### config.mk
export PLATFORM = sky130hd
export DESIGN_NAME = uart_rx_frame
export DESIGN_NICKNAME = d
export VERILOG_FILES = /design/src/rtl/uart_pkg.sv /design/src/rtl/uart_rx_sync.sv /design/src/rtl/uart_rx_frame.sv
export SDC_FILE = /design/constraint.sdc
export NUM_CORES = 1
export LEC_CHECK = 0
export ABC_AREA = 1
export BUFFER_PORTS_ARGS = -buffer_cell sky130_fd_sc_hd__buf_4
export CAP_MARGIN = 20
export CORE_MARGIN = 2
export CORE_UTILIZATION = 38
export CTS_BUF_LIST = sky130_fd_sc_hd__clkbuf_16
export CTS_CLUSTER_DIAMETER = 120
export DETAILED_ROUTE_END_ITERATION = 7
export GPL_ROUTABILITY_DRIVEN = 0
export PLACE_DENSITY_LB_ADDON = 0.25
export SYNTH_ARGS = -nofsm -noshare
export SYNTH_HDL_FRONTEND = slang
export SYNTH_HIERARCHICAL = 1
export SYNTH_SLANG_ARGS = --single-unit
### constraint.sdc
create_clock -name clk -period 1.35 [get_ports clk]
set_input_delay 0.0675 -clock clk [delete_from_list [all_inputs] [get_ports clk]]
set_output_delay 0.0675 -clock clk [all_outputs]
set_load 0.01 [all_outputs]
### src/rtl/uart_pkg.sv
// Shared types and constants for the UART receive path.
package uart_pkg;

    // Receive framer states.
    typedef enum logic [2:0] {
        IDLE,
        START,
        DATA,
        PARITY,
        STOP
    } rx_state_t;

    // Parity modes.
    localparam int PAR_NONE = 0;
    localparam int PAR_ODD  = 1;
    localparam int PAR_EVEN = 2;

    // Link timing: 49.152 MHz system clock, 9600 baud.
    localparam int CLK_HZ        = 49_152_000;
    localparam int BAUD          = 9600;
    localparam int BIT_CLKS      = CLK_HZ / BAUD;
    localparam int HALF_BIT_CLKS = BIT_CLKS / 2;

    // Parity error from the running XOR of data bits and the received parity bit.
    // ones_odd is 1 when data plus parity carries an odd number of ones.
    function automatic logic par_err(input int mode, input logic ones_odd);
        if (mode == PAR_ODD)
            return ~ones_odd;
        else if (mode == PAR_EVEN)
            return ones_odd;
        else
            return 1'b0;
    endfunction

endpackage

### src/rtl/uart_rx_sync.sv
// Two-flop synchroniser for the raw serial line plus a falling-edge detector.
module uart_rx_sync
    import uart_pkg::*;
(
    input  logic clk,
    input  logic reset,
    input  logic rxd,
    output logic rxd_s,
    output logic rxd_fall
);

    logic r_meta;
    logic r_sync;
    logic r_prev;

    // Synchronise rxd and keep one delayed copy; the idle line level is 1.
    always_ff @(posedge clk or posedge reset) begin
        if (reset) begin
            r_meta <= 1'b1;
            r_sync <= 1'b1;
            r_prev <= 1'b1;
        end else begin
            r_meta <= rxd;
            r_sync <= r_meta;
            r_prev <= r_sync;
        end
    end

    assign rxd_s    = r_sync;
    assign rxd_fall = r_prev & ~r_sync;

endmodule

### src/rtl/uart_rx_frame.sv
// UART receive framer: start detection, mid-bit sampling on bps_tick,
// optional parity, stop check, and a valid/ready output register.
module uart_rx_frame
    import uart_pkg::*;
#(
    parameter int DATA_BITS = 8,
    parameter int PARITY    = PAR_NONE
) (
    input  logic                 clk,
    input  logic                 reset,
    input  logic                 rxd,
    input  logic                 bps_tick,
    output logic                 bps_en,
    output logic [DATA_BITS-1:0] rx_data,
    output logic                 rx_valid,
    input  logic                 rx_ready,
    output logic                 rx_perr,
    output logic                 frame_err,
    output logic                 overrun
);

    localparam logic [2:0] LAST_BIT = 3'(DATA_BITS - 1);

    logic w_rxd_s;
    logic w_rxd_fall;

    rx_state_t            r_state;
    logic [2:0]           r_cnt;
    logic [DATA_BITS-1:0] r_shift;
    logic                 r_par;
    logic                 r_perr_pend;
    logic                 r_bps_en;
    logic [DATA_BITS-1:0] r_rx_data;
    logic                 r_rx_valid;
    logic                 r_rx_perr;
    logic                 r_frame_err;
    logic                 r_overrun;

    uart_rx_sync u_sync (
        .clk      (clk),
        .reset    (reset),
        .rxd      (rxd),
        .rxd_s    (w_rxd_s),
        .rxd_fall (w_rxd_fall)
    );

    // Frame state machine with the output register and status pulses.
    always_ff @(posedge clk or posedge reset) begin
        if (reset) begin
            r_state     <= IDLE;
            r_cnt       <= 3'd0;
            r_shift     <= '0;
            r_par       <= 1'b0;
            r_perr_pend <= 1'b0;
            r_bps_en    <= 1'b0;
            r_rx_data   <= '0;
            r_rx_valid  <= 1'b0;
            r_rx_perr   <= 1'b0;
            r_frame_err <= 1'b0;
            r_overrun   <= 1'b0;
        end else begin
            r_frame_err <= 1'b0;
            r_overrun   <= 1'b0;

            // Consumer took the byte; a delivery below may refill it this cycle.
            if (r_rx_valid && rx_ready)
                r_rx_valid <= 1'b0;

            case (r_state)
                IDLE: begin
                    // Ticks are ignored here; only a fresh falling edge arms a frame.
                    if (w_rxd_fall) begin
                        r_state  <= START;
                        r_bps_en <= 1'b1;
                    end
                end

                START: begin
                    if (bps_tick) begin
                        if (w_rxd_s) begin
                            // Start bit gone high at its centre: treat as a glitch.
                            r_state  <= IDLE;
                            r_bps_en <= 1'b0;
                        end else begin
                            r_state     <= DATA;
                            r_cnt       <= 3'd0;
                            r_par       <= 1'b0;
                            r_perr_pend <= 1'b0;
                        end
                    end
                end

                DATA: begin
                    if (bps_tick) begin
                        r_shift <= {w_rxd_s, r_shift[DATA_BITS-1:1]};
                        r_par   <= r_par ^ w_rxd_s;
                        r_cnt   <= r_cnt + 3'd1;
                        if (r_cnt == LAST_BIT)
                            r_state <= (PARITY != PAR_NONE) ? uart_pkg::PARITY : STOP;
                    end
                end

                uart_pkg::PARITY: begin
                    if (bps_tick) begin
                        r_perr_pend <= par_err(PARITY, r_par ^ w_rxd_s);
                        r_state     <= STOP;
                    end
                end

                STOP: begin
                    if (bps_tick) begin
                        r_state  <= IDLE;
                        r_bps_en <= 1'b0;
                        if (!w_rxd_s) begin
                            r_frame_err <= 1'b1;
                        end else if (!r_rx_valid || rx_ready) begin
                            r_rx_data  <= r_shift;
                            r_rx_perr  <= r_perr_pend;
                            r_rx_valid <= 1'b1;
                        end else begin
                            // Unread byte still held: keep it and drop the new one.
                            r_overrun <= 1'b1;
                        end
                    end
                end

                default: begin
                    r_state  <= IDLE;
                    r_bps_en <= 1'b0;
                end
            endcase
        end
    end

    assign bps_en    = r_bps_en;
    assign rx_data   = r_rx_data;
    assign rx_valid  = r_rx_valid;
    assign rx_perr   = r_rx_perr;
    assign frame_err = r_frame_err;
    assign overrun   = r_overrun;

endmodule

==> results.py <==
metrics = {
    "outcome": {
        "run_status": "complete, no violations",
    },
    "logic_synthesis": {
        "synthMuxAreaShare": 0,
        "synthAdderAreaFrac": 0.02024,
        "synth-xor-area-share": 0,
        "synth_cell_types": 19,
        "synth_seq_cells": 29,
        "synth_compound_area_frac": 0.09413,
        "synth_warnings": 6,
        "synthSimpleGateAreaFrac": 0.2176,
        "syn-num-nets": 137,
        "netlist.area_leader.share": 0.5263,
        "synthCells": 130,
        "syn-mean-instance-area_sq_um": 9.509,
        "syn-cell-area_sq_um": 1236,
        "yosysTopAreaCell": "dfrtp_1",
        "synth_top_family_by_area": "simple AND/OR/NAND/NOR gates",
        "synth_area_leaders": "dfrtp_1 53%, nand2_1 10%, dfstp_2 6.4%",
        "yosysSeqAreaShare": 0.5901,
    },
    "placed_design": {
        "dpl_cell_area_sq_um": 1463,
        "place_inst": 195,
        "port-buffer-count": 16,
        "dpl.hpwl_um": 1568,
    },
    "detailed_routing": {
        "wl_per_cell_um": 11.33,
        "drt_iter0_markers": 27,
        "viasPerCell": 4.519,
        "antenna_left": 0,
        "routed_wl_um": 2356,
        "firstDrtPassIters": 4,
        "drcViolationCount": 0,
        "via_count": 940,
    },
    "floorplanning": {
        "rows": 20,
        "die-height_um": 61.04,
        "die-width_um": 61.04,
        "core_area_sq_um": 3078,
        "die_area_sq_um": 3725,
        "start_util": 0.4016,
        "ioPinCount": 18,
    },
    "finish": {
        "fin_nets": 171,
        "n_antenna_cell": 0,
        "finish.instance_area_sq_um": 1698,
        "mostFrequentLayoutCells": "31 x nand2_1, 26 x buf_4, 25 x dfrtp_1, 16 x inv_1",
        "mostFrequentLayoutCell": "nand2_1",
        "area_growth_pct": 37.35,
        "drive_gt1_frac": 0.3598,
        "layout.cells.non_filler": 208,
        "nFillCells": 288,
    },
    "clocking": {
        "root_buffer": "clkbuf_16",
        "numClockSinks": 29,
        "cts_tree": "built",
        "htreeDepth": 2,
        "cts_made_buffers": 5,
        "clk_latency_ps": 270,
        "cts_buffer_depth": 2,
        "clk_pin_slew_ps": 50,
    },
    "timing": {
        "final_max_slew_viol_count": 0,
        "fin_skew_ps": 5.782,
        "hold_viol_final": 0,
        "min_period_ps": 1304,
        "fin_crit_sh": 0.9656,
        "rsz0062_at_grt": "yes",
        "max_freq_mhz": 767.1,
        "setup_viol_count_final": 0,
    },
    "worst_setup_path": {
        "crit_fanout": 3,
        "r2r-start": "r_cnt[0]",
        "critPathKind": "flop to flop",
        "worstSetupStartpointType": "flop",
        "r2r_slack_ps": 50,
        "reg2reg_to": "bps_en",
        "cp_data_arrival_time_ps": 1460,
        "end_kind": "flop",
        "reg2reg_depth": 6,
        "crit_start": "r_cnt[0]",
        "cp.required_ps": 1500,
    },
    "pwr": {
        "vdd_ir_drop_max_mv": 1.134,
        "p_leak_uw": 0.0008713,
        "power_density_nw_per_um2": 2163,
    },
    "grt": {
        "grt_max_degree": 27,
        "antenna_found_initial": 0,
        "grt_usage": 0.1480,
        "grt_pass1_wl_um": 3774,
        "first_global_vias": 873,
        "grt_remaining_overflow": 0,
    },
    "worst_hold_path": {
        "holdPathStages": 4,
        "hold_start": "rx_ready",
        "holdPathEnd": "overrun",
        "hold_class": "input pin to flop",
    },
    "job": {
        "max_cap_viol_count": 0,
    },
}
synthesized netlist by cell type (all sizes together):
cell and n:
buf 4, conb 1, dfrtp 26, dfstp 3, ha 2, inv 17
nand2 38, nand3 10, nand3b 1, nor2 6, nor3 4, o21ai 18
worst max-delay path, cell delays in order (launching register included):
cell	delay [ps]
dfrtp_1	400
ha_1	210
ha_1	190
o21ai_1	120
nand2_1	90
nand3_1	120
nand2_1	60
repair_timing:
item | 4_1_cts | 5_1_grt
gates resized for setup | 1 | 12
endpoints found under the setup margin | 6 | 21
pin swaps | 0 | 4
gates cloned | 0 | 1
hold buffers | 2 | 0
hold endpoints to repair | 30 | 0
buffers inserted | 0 | 3
cell type report:
type / count / area [sq um] / area share
sequential: 29 / 730.7 / 0.4304
multi-input combinational: 80 / 444.2 / 0.2616
timing repair buffer: 31 / 271.5 / 0.1599
clock buffer: 5 / 125.1 / 0.07369
inverter: 17 / 63.81 / 0.03758
tap: 44 / 55.05 / 0.03242
clock inverter: 2 / 7.507 / 0.004422
per-stage QoR:
step | utilization | hold slack [ps] | power [uW] | TNS (ps) | worst slack, ps
2_1_floorplan | - | 0.7895 | 2020 | 0 | 35.46
3_3_place_gp | 0.4752 | 139.4 | 2450 | 0 | 22.89
3_5_place_dp | 0.4752 | 147.1 | 2504 | -141.0 | -34.64
4_1_cts | 0.5264 | 158.3 | 3521 | 0 | 9.251
5_1_grt | 0.5516 | 192.6 | 3939 | -57.47 | -29.87
6_report | 0.5516 | 152.7 | 3672 | 0 | 46.41
logic make-up after synthesis:
kind of cell	count (synthesis)
AO/OA/AOI/OAI	18
adder cells (fa/ha/maj)	2
buffers and inverters	21
flip-flops	29
other	1
AND/OR/NAND/NOR	59
metal layers:
metal / GRT usage / routed length [um]
met1: 0.1764 / 1069
met2: 0.2204 / 1145
met3: 0.05882 / 80
met4: 0.09938 / 59
met5: 0 / 0
worst max path at each step:
stage | slack (ps) | to | depth (start not counted)
finish | 50 | bps_en | 6
global route | -30 | r_cnt[1] | 7
CTS | 9 | r_state[2] | 6
detailed placement | -30 | rx_data[4] | 5
global placement | 20 | rx_data[4] | 5
floorplan | 40 | rx_data[2] | 6
report_power, final:
part	switching [uW]	total [uW]	internal, uW
combinational	720	1370	647
sequential	185	1320	1140
clock	330	983	653
total	1230	3670	2440
registers in the layout, summed over array words and instances, names as in the netlist:
| name | cells |
|---|---|
| u_sync/rxd_s | 1 |
| bps_en | 1 |
| rx_data | 8 |
| r_shift | 8 |
| overrun | 1 |
| u_sync/r_prev | 1 |
| frame_err | 1 |
| r_state | 3 |
| rx_valid | 1 |
| r_cnt | 3 |
| u_sync/r_meta | 1 |
Note: power is estimated with default switching activity, not from simulation.
